**src/rtl/seven_seg_scan_if.sv**
```systemverilog
// rtl/seven_seg_scan_if.sv - display-data and scan-output bundle for seven_seg_scan
interface seven_seg_scan_if #(
  parameter int DIGITS = 4
);
  logic [4*DIGITS-1:0] bcd;
  logic [DIGITS-1:0]   dp;
  logic                load;
  logic                blank_lz;
  logic [7:0]          seg;
  logic [DIGITS-1:0]   an;
  logic                frame;

  modport master (output bcd, dp, load, blank_lz, input seg, an, frame);
  modport slave  (input bcd, dp, load, blank_lz, output seg, an, frame);
endinterface

```
**src/rtl/seven_seg_scan.sv**
```systemverilog
// rtl/seven_seg_scan.sv - time-multiplexed N-digit seven-segment scanner
// Define SEVEN_SEG_SCAN_HEX_EN to show hex glyphs for codes 10-15 (blank otherwise).
module seven_seg_scan #(
  parameter int DIGITS     = 4,
  parameter int PRESCALE   = 1000,
  parameter int ACTIVE_LOW = 0
) (
  input  logic            clk,
  input  logic            rst,
  seven_seg_scan_if.slave bus
);
  localparam int   CW  = (PRESCALE > 1) ? $clog2(PRESCALE) : 1;
  localparam int   IW  = (DIGITS > 1) ? $clog2(DIGITS) : 1;
  localparam logic POL = (ACTIVE_LOW != 0);

  logic [CW-1:0]       cnt;
  logic [IW-1:0]       idx;
  logic [4*DIGITS-1:0] bcd_sh;
  logic [DIGITS-1:0]   dp_sh;
  logic [7:0]          seg_r;
  logic [DIGITS-1:0]   an_r;
  logic                frame_r;

  logic                cnt_wrap;
  logic                idx_last;
  logic [3:0]          cur_code;
  logic                cur_dp;
  logic                nonzero_above;
  logic                blank;
  logic [7:0]          seg_next;
  logic [DIGITS-1:0]   an_next;

  function automatic logic [6:0] decode(input logic [3:0] code);
    logic [6:0] g;
    case (code)
      4'd0: g = 7'b1111110;
      4'd1: g = 7'b0110000;
      4'd2: g = 7'b1101101;
      4'd3: g = 7'b1111001;
      4'd4: g = 7'b0110011;
      4'd5: g = 7'b1011011;
      4'd6: g = 7'b1011111;
      4'd7: g = 7'b1110000;
      4'd8: g = 7'b1111111;
      4'd9: g = 7'b1111011;
`ifdef SEVEN_SEG_SCAN_HEX_EN
      4'hA: g = 7'b1110111;
      4'hB: g = 7'b0011111;
      4'hC: g = 7'b1001110;
      4'hD: g = 7'b0111101;
      4'hE: g = 7'b1001111;
      4'hF: g = 7'b1000111;
`endif
      default: g = 7'b0000000;
    endcase
    return g;
  endfunction

  assign cnt_wrap = (cnt == CW'(PRESCALE - 1));
  assign idx_last = (idx == IW'(DIGITS - 1));

  // Leading zeros: the current digit is blank only if it and every more significant digit is zero.
  always_comb begin
    cur_code      = 4'd0;
    cur_dp        = 1'b0;
    nonzero_above = 1'b0;
    for (int i = 0; i < DIGITS; i++) begin
      if (IW'(i) == idx) begin
        cur_code = bcd_sh[4*i +: 4];
        cur_dp   = dp_sh[i];
      end
      if (IW'(i) >= idx && bcd_sh[4*i +: 4] != 4'd0) begin
        nonzero_above = 1'b1;
      end
    end
    blank    = bus.blank_lz && (idx != '0) && !nonzero_above;
    seg_next = {(blank ? 7'b0000000 : decode(cur_code)), cur_dp};
    an_next  = (cnt == '0) ? '0 : (DIGITS'(1) << idx);
  end

  always_ff @(posedge clk or posedge rst) begin
    if (rst) begin
      cnt     <= '0;
      idx     <= '0;
      bcd_sh  <= '0;
      dp_sh   <= '0;
      seg_r   <= '0;
      an_r    <= '0;
      frame_r <= 1'b0;
    end else begin
      cnt <= cnt_wrap ? '0 : cnt + CW'(1);
      if (cnt_wrap) begin
        idx <= idx_last ? '0 : idx + IW'(1);
      end
      if (bus.load) begin
        bcd_sh <= bus.bcd;
        dp_sh  <= bus.dp;
      end
      seg_r   <= seg_next;
      an_r    <= an_next;
      frame_r <= cnt_wrap && idx_last;
    end
  end

  // Registers hold positive logic so reset is "off" for either board polarity.
  assign bus.seg   = seg_r ^ {8{POL}};
  assign bus.an    = an_r ^ {DIGITS{POL}};
  assign bus.frame = frame_r;
endmodule
```
**src/flat_wrapper.sv**
```systemverilog
// flat-port wrapper written by rule: the top's interface ports become plain ports
module seven_seg_scan_flat 
#(
  parameter int DIGITS     = 4,
  parameter int PRESCALE   = 1000,
  parameter int ACTIVE_LOW = 0
)
  (clk, rst, bus_bcd, bus_dp, bus_load, bus_blank_lz, bus_seg, bus_an, bus_frame);
  seven_seg_scan_if #(.DIGITS(DIGITS)) bus_i ();
  input  logic clk;
  input  logic rst;
  input wire logic [$bits(bus_i.bcd)-1:0] bus_bcd;
  input wire logic [$bits(bus_i.dp)-1:0] bus_dp;
  input wire logic [$bits(bus_i.load)-1:0] bus_load;
  input wire logic [$bits(bus_i.blank_lz)-1:0] bus_blank_lz;
  output wire logic [$bits(bus_i.seg)-1:0] bus_seg;
  output wire logic [$bits(bus_i.an)-1:0] bus_an;
  output wire logic [$bits(bus_i.frame)-1:0] bus_frame;
  assign bus_i.bcd = bus_bcd;
  assign bus_i.dp = bus_dp;
  assign bus_i.load = bus_load;
  assign bus_i.blank_lz = bus_blank_lz;
  assign bus_seg = bus_i.seg;
  assign bus_an = bus_i.an;
  assign bus_frame = bus_i.frame;
  seven_seg_scan #(.DIGITS(DIGITS), .PRESCALE(PRESCALE), .ACTIVE_LOW(ACTIVE_LOW)) u_core (.clk(clk), .rst(rst), .bus(bus_i));
endmodule
```
**config.mk**
```make
export PLATFORM = sky130hd
export DESIGN_NAME = seven_seg_scan_flat
export DESIGN_NICKNAME = d
export VERILOG_FILES = /design/src/rtl/seven_seg_scan_if.sv /design/src/rtl/seven_seg_scan.sv /design/src/flat_wrapper.sv
export SDC_FILE = /design/constraint.sdc
export NUM_CORES = 1
export LEC_CHECK = 0
export BUFFER_PORTS_ARGS = -buffer_cell sky130_fd_sc_hd__buf_2
export CAP_MARGIN = 10
export CORE_ASPECT_RATIO = 0.9
export CORE_UTILIZATION = 35
export CTS_CLUSTER_DIAMETER = 100
export CTS_CLUSTER_SIZE = 24
export DETAILED_ROUTE_END_ITERATION = 8
export HOLD_SLACK_MARGIN = 0.08
export PLACE_DENSITY = 0.58
export SYNTH_ARGS = -nofsm -noshare
export SYNTH_HDL_FRONTEND = slang
export SYNTH_SLANG_ARGS = --single-unit
```
**constraint.sdc**
```tcl
create_clock -name clk -period 2.39 [get_ports clk]
set_input_delay 0.717 -clock clk [delete_from_list [all_inputs] [get_ports clk]]
set_output_delay 0.717 -clock clk [all_outputs]
set_load 0.03 [all_outputs]
```
[Word-level counts from Yosys, hierarchy flattened]
Memory sizes are Yosys's and may differ from the RTL's.
Cells that the tools add are included.
Word-level totals
  bits in registers: 45
  bits in read-only memories: 112
  input port bits: 24
  output and inout bits: 13
  logic and storage cells: 51
  memories: 1
Memories
  (no name shown): words 16, bits a word 7, read ports 1, clocked after memory_dff 0, wr ports 0, RTL line seven_seg_scan.sv:35  | case (code)
Cells by class
  $add $sub $neg: 2
  $lt $le $gt $ge: 4
  equal/unequal tests: 5
  shift-type cells: 1
  multiplexer cells: 16
  reduce and logical (&&, ||, !) cells: 15
Operators with widths (count)
  $mux 4: 5
  $reduce_bool 4->1: 4
  $add 10x1->10 const B: 1
  $eq 10x10->1 const B: 1
  $logic_not 10->1: 1
  $mux 10: 1
  $mux 1: 8
  $logic_and 1x1->1: 7
  $mux 7: 1
  $eq 2x2->1 const A: 2
  $ge 1x2->1 const A: 2
  $ge 2x2->1 const A: 2
  $shl 1x2->4 const A: 1
  $add 2x1->2 const B: 1
  $eq 1x2->1 const A: 1
  $eq 2x2->1 const B: 1
  $logic_not 2->1: 1
  $mux 2: 1
  $reduce_bool 2->1: 1
  $logic_not 1->1: 1

[Longest topological paths before layout]
  depth in word-level cells: 9
  gate-level depth with buffers: 11
  gate-level depth less buffers: 10

[Worst setup path after synthesis]
Ideal clock, no wire load.
  path kind: flip-flop to flip-flop
  from: reg u_core.idx[0]
  to: reg u_core.seg_r[6], in the netlist u_core.bus.seg[6]
  library setup time: 130 ps
  data arrival time: 1842 ps
  required time: 2260 ps
  setup slack: 419 ps
  cell stages (with the launch flop): 10
  buffers on the path: 1
  clock period less this slack: 1971 ps
  cells stage by stage: dfrtp_1 ha_1 buf_2 nand2b_1 o22a_1 nand2_1 inv_1 ha_1 o21bai_1 a21oi_1
On the way
  word-level cells in the longest chain between the ends: 9
  elaborated cells on any way between the ends: 26
  classes of those cells: 4 x order compare; 3 x eq/ne; 9 x mux; 9 x reduce/logical; 1 x memory
Ends and longest elaborated chain
  start: declaration: RTL line seven_seg_scan.sv:17  | logic [IW-1:0] idx;
  start signal: assignment: RTL line seven_seg_scan.sv:93  | idx <= idx_last ? '0 : idx + IW'(1);
  branches (longest 8 deep; another with $mem_v2 16x7)
  $mux 7 (*): RTL line seven_seg_scan.sv:77  | seg_next = {(blank ? 7'b0000000 : decode(cur_code)), cur_dp};
  named net u_core.seg_next[6]: RTL line seven_seg_scan.sv:30  | logic [7:0] seg_next;
  end signal: assignment: RTL line seven_seg_scan.sv:99  | seg_r <= seg_next;
  end: declaration: RTL line seven_seg_scan.sv:20  | logic [7:0] seg_r;
Mark *: on every way through the listed nets, which the timed path passes.
A chain may end at the register's enable or synchronous reset.

[Worst setup path in the final report]
Ends and elaborated chain as after synthesis.

==> key figures <==
Floorplanning
  – I/O Pins: 37
  – Initial Utilization: 36.4%
  – Die Y: 77.6 um
  – Row count: 27
  – Die Wd: 86.0 um
  – Die footprint: 0.00668 mm^2
  – Core Box Area: 0.00611 mm^2

Finish
  – Area grow syn2layout: 16.9%
  – Final Non-Filler Cells: 318
  – Fraction of layout cells with a size suffix above 1: 35.9%
  – # diodes: 0
  – Final net count: 266
  – Fill cells: 603

Route
  – Antenna-violating nets left: 0
  – Routed WL: 4220 um
  – Vias per Instance: 4.77
  – Routed len/inst: 13.3 um
  – Initial DRC Count: 56
  – Drt drc: 0
  – Pre-Repair DR Iteration Count: 4
  – Via count: 1517

CTS
  – Skew-Pair Late Insertion Delay: 300 ps
  – CTS tree: built
  – Clk slew on worst S/H paths: 90 ps
  – Largest buffer count on any clock path: 2
  – Root Buffer: clkbuf_8
  – Number of buffers created by CTS: 5
  – H-tree Lvls: 2
  – Sink Count: 45

Yosys
  – Number of synthesized flops with an enable pin: 0
  – Ys async rst share: 100%
  – Post-synth cell types: 46
  – Top_reg_cell synth: dfrtp_1
  – Ys Warns: 0
  – #FFs+latches synth: 45
  – Sequential share of the synthesized area: 50.6%
  – Post-Syn Area: 0.00222 mm^2
  – Synth Instances: 191
  – Syn avg cell area: 11.6 um^2
  – Syn Nets: 227

Timing
  – Skew final: 4.96 ps
  – Slew headroom: 63.2%
  – Hold_ws: 379 ps
  – Tmin final: 2180 ps
  – Max Clock Freq: 0.460 GHz
  – Worst slew pin tran: 549 ps
  – Setup TNS: 0 ps
  – Final setup fails: 0
  – Slew Viols, Final: 0
  – RSZ-0062 raised after global routing: no
  – Fin crit share: 91.0%
  – Final Hold Fails: 0

Placement
  – Global placement routability congestion: 0.795
  – PortBufs: 36
  – Post-Place Cells: 310
  – Detail Placement HPWL: 3150 um

Worst setup path
  – Critical Path RT: 2570 ps
  – Critical Path Sink Type: flop
  – WS Path Type: flop to flop
  – CP Launch Type: flop
  – CP max FO: 10
  – Crit path DAT: 2360 ps

Hold path
  – Worst hold path type: primary input to asynchronous set/reset pin

GRT
  – Vias in the first global route: 1469
  – First-pass GRT wire length: 7150 um
  – Initial antenna violation count: 0
  – Largest net degree at the start of global routing: 21
  – Grt ovf: 0
  – Tot GR Track Use: 13.7%

Power
  – Max VDD drop: 202 uV
  – Power share of the clock group: 30.4%
  – Sequential power share: 54.5%
  – Sw Ratio: 28.0%
  – Combinational power share: 15.1%
  – Leakage: 1.17 nW
  – Pwr dens: 600 mW/mm^2
  – Net switching power: 0.436 mW
  – Internal power: 1.12 mW

Outcome
  – Status: finished, final reports clean

Run
  – Max Cap Viol: 0
## critical path: stages (launching register included)
cell	delay, ps
dfrtp_1	420
inv_1	130
ha_1	400
nand2b_1	150
o22a_1	220
nand2_2	140
inv_1	80
ha_1	290
o21bai_1	140
a21oi_1	80
## cell usage in the layout (no fill, tap or decap), types with 5 or more instances in the layout
| cell | instances |
|---|---|
| a21oi_1 | 7 |
| buf_2 | 36 |
| clkbuf_8 | 5 |
| dfrtp_1 | 45 |
| ha_1 | 10 |
| inv_1 | 8 |
| mux2_2 | 20 |
| nand2_1 | 9 |
| nand3_1 | 6 |
| nor2_1 | 13 |
| o21ai_1 | 9 |
## synth_stat cells, types with 2 or more instances
cell type  instances  area (um^2)
a211oi_1           2         15.0
a21oi_1            7         35.0
and2_1             4         25.0
buf_2              2         10.0
clkbuf_1           3         11.3
dfrtp_1           45         1130
ha_1              12          150
inv_1              9         33.8
inv_2              2         7.51
mux2_2            20          225
nand2_1           10         37.5
nand3_1            6         30.0
nand4_1            3         18.8
nor2_1            13         48.8
nor2b_1            2         12.5
nor3_1             3         15.0
nor4_1             4         25.0
o21ai_1            9         45.0
o21bai_1           2         15.0
o22ai_1            3         18.8
xnor2_1            2         17.5
xor2_1             4         35.0
## registers in the layout, indices dropped and copies added, names as in the netlist
register          count
u_core.bus.seg        8
u_core.bus.an         4
u_core.cnt           10
u_core.dp_sh          4
u_core.bus.frame      1
u_core.idx            2
u_core.bcd_sh        16
## metal layers
layer | part of all wire (%) | vias to the layer above | GRT usage (%)
met5 | 0 | - | 0
met4 | 1.8 | 0 | 5.50
li1 | - | 751 | -
met3 | 5.2 | 8 | 4.15
met2 | 44 | 31 | 20.5
met1 | 49 | 727 | 18.6
## final cells by class
type | instances | area, um^2 | share of cell area [%]
inverters | 11 | 41.3 | 1.59
repair buffers | 38 | 195 | 7.51
well taps | 87 | 109 | 4.19
flip-flops and latches | 45 | 1130 | 43.3
multi-input cells | 129 | 1040 | 39.9
clock buffers | 5 | 68.8 | 2.65
clock inverters | 3 | 22.5 | 0.866
## stage by stage
stage / instance area (um^2) / setup slack [ps] / power [mW] / utilization [%]
2_1_floorplan: 2220 / 419 / 1.03 / -
3_3_place_gp: 2490 / 177 / 1.10 / 40.8
3_5_place_dp: 2490 / 166 / 1.10 / 40.8
4_1_cts: 2590 / 140 / 1.59 / 42.3
5_1_grt: 2600 / 17.4 / 1.65 / 42.5
6_report: 2600 / 214 / 1.56 / 42.5
## path summary, 6_finish.rpt
path | depth (start not counted) | to | from | slack [ps]
max in group asynchronous | 3 | u_core.bcd_sh[9] | rst | 1440
max | 9 | u_core.bus.seg[6] | u_core.idx[0] | 210
min | 2 | u_core.cnt[0] | rst | 380
max reg2reg | 9 | u_core.bus.seg[6] | u_core.idx[0] | 210
min in group clk | 2 | u_core.bus.seg[0] | u_core.dp_sh[3] | 490
min reg2reg | 2 | u_core.bus.seg[0] | u_core.dp_sh[3] | 490
## power groups by stage
stage | Combinational (mW) | Sequential, mW | Clock (mW)
after global routing | 0.260 | 0.856 | 0.532
after detailed placement | 0.236 | 0.866 | 0
after floorplan | 0.123 | 0.903 | 0
after CTS | 0.237 | 0.850 | 0.502
final | 0.236 | 0.850 | 0.473
after global placement | 0.234 | 0.865 | 0
## cell families after synthesis
| family | after synthesis | synth area share [%] |
|---|---|---|
| mux | 21 | 10.6 |
| compound gates | 35 | 11.5 |
| fa+ha+maj | 12 | 6.75 |
| flops | 45 | 50.6 |
| buf+inv | 17 | 3.32 |
| xor+xnor | 6 | 2.36 |
| simple gates | 55 | 14.9 |
## timing repair
| item | in CTS | in global routing |
|---|---|---|
| resized for setup | 0 | 4 |
| hold buffers | 0 | 0 |
| buffers inserted | 0 | 0 |
| setup endpoints to repair | 0 | 5 |
| hold endpoints to repair | 0 | 0 |
No activity file was read; power rests on OpenSTA's default activity.
